**src/rtl/projectile_engine.sv**
```systemverilog
// projectile_engine: flies one projectile per turn with gravity, signed wind,
// wall/ground/off-screen collision, direct/splash damage and a sticky game-over.
module projectile_engine #(
  parameter int TICK_DIV   = 500000,
  parameter int XW         = 12,
  parameter int HP_INIT    = 100,
  parameter int DMG_DIRECT = 30,
  parameter int DMG_SPLASH = 10,
  parameter int X_LAUNCH1  = 262,
  parameter int X_LAUNCH2  = 712,
  parameter int Y_LAUNCH   = 420,
  parameter int GROUND_Y   = 455,
  parameter int WALL_XL    = 497,
  parameter int WALL_XR    = 527,
  parameter int WALL_Y     = 384,
  parameter int SCREEN_W   = 1024,
  parameter int ZONE1_L    = 112,
  parameter int ZONE2_L    = 712,
  parameter int GRAVITY    = 1,
  parameter int X_PARK     = 1025,
  parameter int Y_PARK     = 768
) (
  input  logic          clk60MHz,
  input  logic          rst,
  input  logic          throw_start,
  input  logic          turn,
  input  logic [4:0]    speed,
  input  logic [5:0]    vy_init,
  input  logic [3:0]    wind,
  output logic [XW-1:0] xpos_particle,
  output logic [XW-1:0] ypos_particle,
  output logic [6:0]    hp_player1,
  output logic [6:0]    hp_player2,
  output logic          busy,
  output logic          end_throw,
  output logic [1:0]    hit_code,
  output logic          game_over
);

  localparam int IW = XW + 2;
  localparam int CW = (TICK_DIV > 1) ? $clog2(TICK_DIV) : 1;
  localparam logic [CW-1:0] CNT_LAST = CW'(TICK_DIV - 1);

  typedef logic signed [IW-1:0] pos_t;

  localparam pos_t P_ZERO     = '0;
  localparam pos_t P_X_L1     = pos_t'(X_LAUNCH1);
  localparam pos_t P_X_L2     = pos_t'(X_LAUNCH2);
  localparam pos_t P_Y_L      = pos_t'(Y_LAUNCH);
  localparam pos_t P_GROUND   = pos_t'(GROUND_Y);
  localparam pos_t P_WALL_XL  = pos_t'(WALL_XL);
  localparam pos_t P_WALL_XR  = pos_t'(WALL_XR);
  localparam pos_t P_WALL_Y   = pos_t'(WALL_Y);
  localparam pos_t P_SCREEN_W = pos_t'(SCREEN_W);
  localparam pos_t P_ZONE1_L  = pos_t'(ZONE1_L);
  localparam pos_t P_ZONE2_L  = pos_t'(ZONE2_L);
  localparam pos_t P_X_PARK   = pos_t'(X_PARK);
  localparam pos_t P_Y_PARK   = pos_t'(Y_PARK);
  localparam pos_t P_OUT_MAX  = pos_t'((1 << XW) - 1);
  localparam pos_t ZONE_SPAN  = pos_t'(150);
  localparam pos_t DIRECT_LO  = pos_t'(50);
  localparam pos_t DIRECT_HI  = pos_t'(100);

  localparam logic signed [7:0] GRAV = 8'(GRAVITY);
  localparam logic [6:0] HP_START = 7'(HP_INIT);
  localparam logic [6:0] DMG_D    = 7'(DMG_DIRECT);
  localparam logic [6:0] DMG_S    = 7'(DMG_SPLASH);

  localparam logic [1:0] HC_MISS   = 2'd0;
  localparam logic [1:0] HC_SPLASH = 2'd1;
  localparam logic [1:0] HC_DIRECT = 2'd2;
  localparam logic [1:0] HC_WALL   = 2'd3;

  typedef enum logic [1:0] {S_IDLE, S_FLIGHT, S_RESOLVE, S_OVER} state_t;
  typedef enum logic [1:0] {K_OFF, K_WALL, K_GROUND} kind_t;

  state_t            state_reg, state_next;
  kind_t             kind_reg, kind_next;
  pos_t              x_reg, x_next;
  pos_t              y_reg, y_next;
  logic signed [7:0] vy_reg, vy_next;
  logic [CW-1:0]     cnt_reg, cnt_next;
  logic              first_reg, first_next;
  logic              turn_reg, turn_next;
  logic [4:0]        speed_reg, speed_next;
  logic [3:0]        wind_reg, wind_next;
  logic [6:0]        hp1_reg, hp1_next;
  logic [6:0]        hp2_reg, hp2_next;
  logic              end_reg, end_next;
  logic [1:0]        code_reg, code_next;
  logic              over_reg, over_next;

  // Horizontal step never goes backwards: a non-positive speed+wind freezes x.
  logic signed [6:0] step_sum;
  pos_t              step_x;
  assign step_sum = $signed({2'b00, speed_reg}) + $signed({{3{wind_reg[3]}}, wind_reg});
  assign step_x   = (step_sum > 7'sd0) ? pos_t'(step_sum) : P_ZERO;

  logic off_hit, wall_hit, gnd_hit;
  assign off_hit  = (x_reg < P_ZERO) || (x_reg >= P_SCREEN_W);
  assign wall_hit = (x_reg >= P_WALL_XL) && (x_reg <= P_WALL_XR) && (y_reg >= P_WALL_Y);
  assign gnd_hit  = (y_reg >= P_GROUND);

  // Ground hits are scored against the target zone of the player not throwing.
  pos_t       zone_off;
  logic [1:0] ground_code;
  logic [1:0] res_code;
  logic [6:0] dmg;
  logic [6:0] hp_tgt, hp_after;
  logic [6:0] hp1_new, hp2_new;

  assign zone_off = x_reg - (turn_reg ? P_ZONE1_L : P_ZONE2_L);

  always_comb begin
    ground_code = HC_MISS;
    if (zone_off >= DIRECT_LO && zone_off <= DIRECT_HI)
      ground_code = HC_DIRECT;
    else if (zone_off >= P_ZERO && zone_off <= ZONE_SPAN)
      ground_code = HC_SPLASH;
  end

  always_comb begin
    unique case (kind_reg)
      K_WALL:   res_code = HC_WALL;
      K_GROUND: res_code = ground_code;
      default:  res_code = HC_MISS;
    endcase
  end

  assign dmg      = (res_code == HC_DIRECT) ? DMG_D : (res_code == HC_SPLASH) ? DMG_S : 7'd0;
  assign hp_tgt   = turn_reg ? hp1_reg : hp2_reg;
  assign hp_after = (hp_tgt > dmg) ? (hp_tgt - dmg) : 7'd0;
  assign hp1_new  = turn_reg ? hp_after : hp1_reg;
  assign hp2_new  = turn_reg ? hp2_reg : hp_after;

  always_comb begin
    state_next = state_reg;
    kind_next  = kind_reg;
    x_next     = x_reg;
    y_next     = y_reg;
    vy_next    = vy_reg;
    cnt_next   = cnt_reg;
    first_next = first_reg;
    turn_next  = turn_reg;
    speed_next = speed_reg;
    wind_next  = wind_reg;
    hp1_next   = hp1_reg;
    hp2_next   = hp2_reg;
    end_next   = 1'b0;
    code_next  = code_reg;
    over_next  = over_reg;

    unique case (state_reg)
      S_IDLE: begin
        x_next = P_X_PARK;
        y_next = P_Y_PARK;
        if (throw_start) begin
          turn_next  = turn;
          speed_next = speed;
          wind_next  = wind;
          x_next     = turn ? P_X_L2 : P_X_L1;
          y_next     = P_Y_L;
          vy_next    = {2'b00, vy_init};
          cnt_next   = '0;
          first_next = 1'b1;
          state_next = S_FLIGHT;
        end
      end
      S_FLIGHT: begin
        first_next = 1'b0;
        if (!first_reg && (off_hit || wall_hit || gnd_hit)) begin
          kind_next  = off_hit ? K_OFF : (wall_hit ? K_WALL : K_GROUND);
          state_next = S_RESOLVE;
        end else if (cnt_reg == CNT_LAST) begin
          cnt_next = '0;
          x_next   = turn_reg ? (x_reg - step_x) : (x_reg + step_x);
          y_next   = y_reg - pos_t'(vy_reg);
          vy_next  = vy_reg - GRAV;
        end else begin
          cnt_next = cnt_reg + 1'b1;
        end
      end
      S_RESOLVE: begin
        end_next  = 1'b1;
        code_next = res_code;
        hp1_next  = hp1_new;
        hp2_next  = hp2_new;
        if (hp1_new == 7'd0 || hp2_new == 7'd0) begin
          over_next  = 1'b1;
          state_next = S_OVER;
        end else begin
          state_next = S_IDLE;
        end
      end
      S_OVER: begin
        x_next = P_X_PARK;
        y_next = P_Y_PARK;
      end
      default: state_next = S_IDLE;
    endcase
  end

  always_ff @(posedge clk60MHz or posedge rst) begin
    if (rst) begin
      state_reg <= S_IDLE;
      kind_reg  <= K_OFF;
      x_reg     <= P_X_PARK;
      y_reg     <= P_Y_PARK;
      vy_reg    <= '0;
      cnt_reg   <= '0;
      first_reg <= 1'b0;
      turn_reg  <= 1'b0;
      speed_reg <= '0;
      wind_reg  <= '0;
      hp1_reg   <= HP_START;
      hp2_reg   <= HP_START;
      end_reg   <= 1'b0;
      code_reg  <= HC_MISS;
      over_reg  <= 1'b0;
    end else begin
      state_reg <= state_next;
      kind_reg  <= kind_next;
      x_reg     <= x_next;
      y_reg     <= y_next;
      vy_reg    <= vy_next;
      cnt_reg   <= cnt_next;
      first_reg <= first_next;
      turn_reg  <= turn_next;
      speed_reg <= speed_next;
      wind_reg  <= wind_next;
      hp1_reg   <= hp1_next;
      hp2_reg   <= hp2_next;
      end_reg   <= end_next;
      code_reg  <= code_next;
      over_reg  <= over_next;
    end
  end

  function automatic logic [XW-1:0] clamp_out(input pos_t v);
    if (v < P_ZERO)
      return '0;
    else if (v > P_OUT_MAX)
      return '1;
    else
      return v[XW-1:0];
  endfunction

  assign xpos_particle = clamp_out(x_reg);
  assign ypos_particle = clamp_out(y_reg);
  assign hp_player1    = hp1_reg;
  assign hp_player2    = hp2_reg;
  assign busy          = (state_reg == S_FLIGHT) || (state_reg == S_RESOLVE);
  assign end_throw     = end_reg;
  assign hit_code      = code_reg;
  assign game_over     = over_reg;

endmodule

```
**config.mk**
```make
export PLATFORM = sky130hd
export DESIGN_NAME = projectile_engine
export DESIGN_NICKNAME = d
export VERILOG_FILES = /design/src/rtl/projectile_engine.sv
export SDC_FILE = /design/constraint.sdc
export NUM_CORES = 1
export LEC_CHECK = 0
export ABC_CLOCK_PERIOD_IN_PS = 6900
export CORE_MARGIN = 2
export CORE_UTILIZATION = 60
export CTS_BUF_LIST = sky130_fd_sc_hd__clkbuf_4
export DETAILED_ROUTE_END_ITERATION = 8
export PLACE_DENSITY = 0.83
export SLEW_MARGIN = 0
export SYNTH_ARGS = -nofsm -noshare
export SYNTH_HDL_FRONTEND = slang
export SYNTH_SLANG_ARGS = --single-unit
```
**constraint.sdc**
```tcl
create_clock -name clk60MHz -period 6.9 [get_ports clk60MHz]
set_input_delay 0.69 -clock clk60MHz [delete_from_list [all_inputs] [get_ports clk60MHz]]
set_output_delay 0.69 -clock clk60MHz [all_outputs]
set_load 0.05 [all_outputs]
```
==> impl_metrics.ini <==
[run_status]
status = completed

[synthesis]
synthesis.nets = 877
synth_warnings = 0
synth_area_per_cell_sq_um = 8.45
ys_types = 75
syn_area_sq_mm = 0.00677
synth_seq_area_share_pct = 32.7
synth-async-reset-ratio_pct = 100
ys_seq_elements = 88
synth_ff_type = dfrtp_1
synthCells = 802
synth-edff-count = 0

[clock_network]
clockBufferDepth = 2
cts_resized = 0
post_cts_buffers = 0
cts_buffers = 9
cts_tree = built
clkSlewWorstSetupHoldPaths_ns = 0.15
clkLatencyLatePin_ns = 0.49
cts_hold_buf = 0
htreeDepth = 3
cts_sinks = 88
clk_root_buffer_cell = clkbuf_4

[pwr]
power_density_mw_per_mm2 = 112
pwr-share-seq_pct = 60.6
sw_frac_of_total_pct = 25.2
internal_power_mw = 0.637
share_comb_of_total_power_pct = 2.7
p_clk_share_pct = 36.7
peakVddDrop_mv = 0.0911
p_switching_mw = 0.215
leakagePower_nw = 3.36

[sta]
timing.fmax_mhz = 170
min_period_ns = 5.90
setup_viol = 0
hold_viol = 0
tightest_slew_ns = 1.08
fin_crit_sh_pct = 85.5
relSlewSlack_pct = 27.7
slew_violations = 0
finClkSkew_ns = 0.0182
rsz0062_at_grt = false
fin_tns_setup_ns = 0

[floorplanning]
fp.dieW_um = 110
die_h_um = 110
io-pin-count = 62
dieArea_sq_mm = 0.0122
placementRows = 38
start_util_pct = 61.9
core_sq_mm = 0.0109

[detailed_routing]
route.detailed.drc = 0
drt_wl_total_um = 16700
vias = 6153
route.met2.wl_um = 7920
top_layer = met4
wl_met3_um = 941
ant_nets = 0
drt_iter0_drc = 557
wl_met1_um = 7450
dr.pass1.iters = 5
drt-vias-per-instance = 6.20
wl_per_cell_um = 16.8

[placed_design]
place_area_sq_mm = 0.00744
gp_congestion = 0.961
place_hpwl_um = 12400
io_buffers = 61

[layout]
n_fill_cell = 910
layout-drive-gt1-share_pct = 7.74
largest_reg_flops = 19
fin_area_sq_mm = 0.00757
syn_to_final_growth_pct = 11.8
final_cell_mix = nor2_1, dfrtp_1, nand2_1, clkdlybuf4s50_1, o21ai_0
final_nets = 923
antennaDiodeCount = 0
layout_commonest_cell = nor2_1

[setup_path]
crit_type = flop to flop
rrSetupSlack_ns = 1.00
critPathRequiredTime_ns = 7.27
worstRegToRegCells = 24
r2r_end = state_reg[1]
path_max_fanout = 30
critPathCaptureType = flop
worstPathArrival_ns = 6.26
reg2reg_from = turn_reg
cp-start-kind = flop

[global_route]
overflow = 0
antenna_found_initial = 0
grt_pass1_wl_um = 28000
grt_pass1_vias = 5951
grt_max_degree = 68
grt.total_usage_pct = 29.2

[worst_hold_path]
hold_class = input pin to async pin

[job]
cap_violations = 0
==> worst max path at each step <==
stage | from | to | cells after the start
floorplan | turn_reg | state_reg[1] | 26
detailed placement | turn_reg | state_reg[1] | 24
finish | turn_reg | state_reg[1] | 24
global route | turn_reg | state_reg[0] | 24
global placement | turn_reg | state_reg[1] | 24
CTS | turn_reg | state_reg[1] | 24
==> power groups by stage <==
stage          Combinational, mW  Clock, mW  Sequential [mW]
3_5_place_dp              0.0237          0            0.526
3_3_place_gp              0.0227          0            0.526
2_1_floorplan            0.00872          0            0.526
4_1_cts                   0.0237      0.313            0.516
6_report                  0.0229      0.312            0.516
5_1_grt                   0.0259      0.331            0.516
==> stage by stage <==
step / hold slack (ns) / util (%) / setup slack, ns / power (mW) / std cells
finish: 0.471 / 69.3 / 1.00 / 0.851 / 993
global route: 0.496 / 69.3 / 0.529 / 0.873 / 993
CTS: 0.483 / 69.3 / 1.09 / 0.853 / 993
detailed placement: 0.470 / 68.0 / 1.12 / 0.549 / 977
global placement: 0.466 / 68.0 / 1.27 / 0.548 / 977
floorplan: 0.450 / - / 1.47 / 0.534 / 802
==> Yosys cell counts, types with 9 or more instances <==
| cell type | n | area, sq um |
|---|---|---|
| a31oi_1 | 15 | 93.8 |
| nand2_1 | 76 | 285 |
| a21oi_1 | 41 | 205 |
| dfstp_2 | 10 | 263 |
| a21o_1 | 9 | 67.6 |
| o31ai_1 | 12 | 90.1 |
| nand3_1 | 21 | 105 |
| clkbuf_1 | 18 | 67.6 |
| xnor2_1 | 21 | 184 |
| o21ai_0 | 60 | 300 |
| inv_1 | 45 | 169 |
| mux2_2 | 18 | 203 |
| nor2b_1 | 10 | 62.6 |
| nand4_1 | 9 | 56.3 |
| and3_1 | 9 | 56.3 |
| dfrtp_1 | 78 | 1950 |
| nor2_1 | 114 | 428 |
| ha_1 | 51 | 638 |
| xor2_1 | 25 | 219 |
| o22ai_1 | 9 | 56.3 |
| nor3_1 | 15 | 75.1 |
==> final cells by class <==
cell class	count	area (sq um)	share of cell area [%]
clock buffer	9	67.6	0.892
clock inverter	7	70.1	0.925
inverter	45	170	2.25
multi-input combinational	640	4240	56.0
sequential	88	2210	29.2
tap	140	175	2.31
timing repair buffer	64	633	8.36
==> layer usage <==
layer | global-route usage (%) | up-vias
met5 | 0 | -
met4 | 10.6 | 0
met3 | 3.76 | 29
met2 | 48.7 | 216
met1 | 39.0 | 2945
li1 | - | 2963
==> logic make-up after synthesis <==
family	after synthesis	share of synthesized area, %
flops	88	32.7
simple gates	308	22.3
xor+xnor	46	5.95
mux	26	4.17
compound gates	204	19.4
fa+ha+maj	56	10.9
buf+inv	74	4.65
==> worst max-delay path, cell delays in order, from the launching register on <==
cell and delay [ns]:
dfrtp_1 0.35, buf_4 0.32, inv_1 0.35, ha_1 0.33, fa_1 0.39, nand2b_1 0.17, a21oi_1 0.24, o31a_1 0.15
nor3_1 0.05, xor2_1 0.14, nor4_1 0.35, nand2_1 0.12, a21o_1 0.20, ha_1 0.29, inv_1 0.05, ha_1 0.21
fa_1 0.41, nor2b_1 0.13, o21ai_0 0.15, and2_1 0.26, o21ai_0 0.40, o22a_1 0.20, o32ai_1 0.08, a31oi_1 0.29
a31oi_1 0.12
Note: power is estimated with default switching activity, not from simulation.
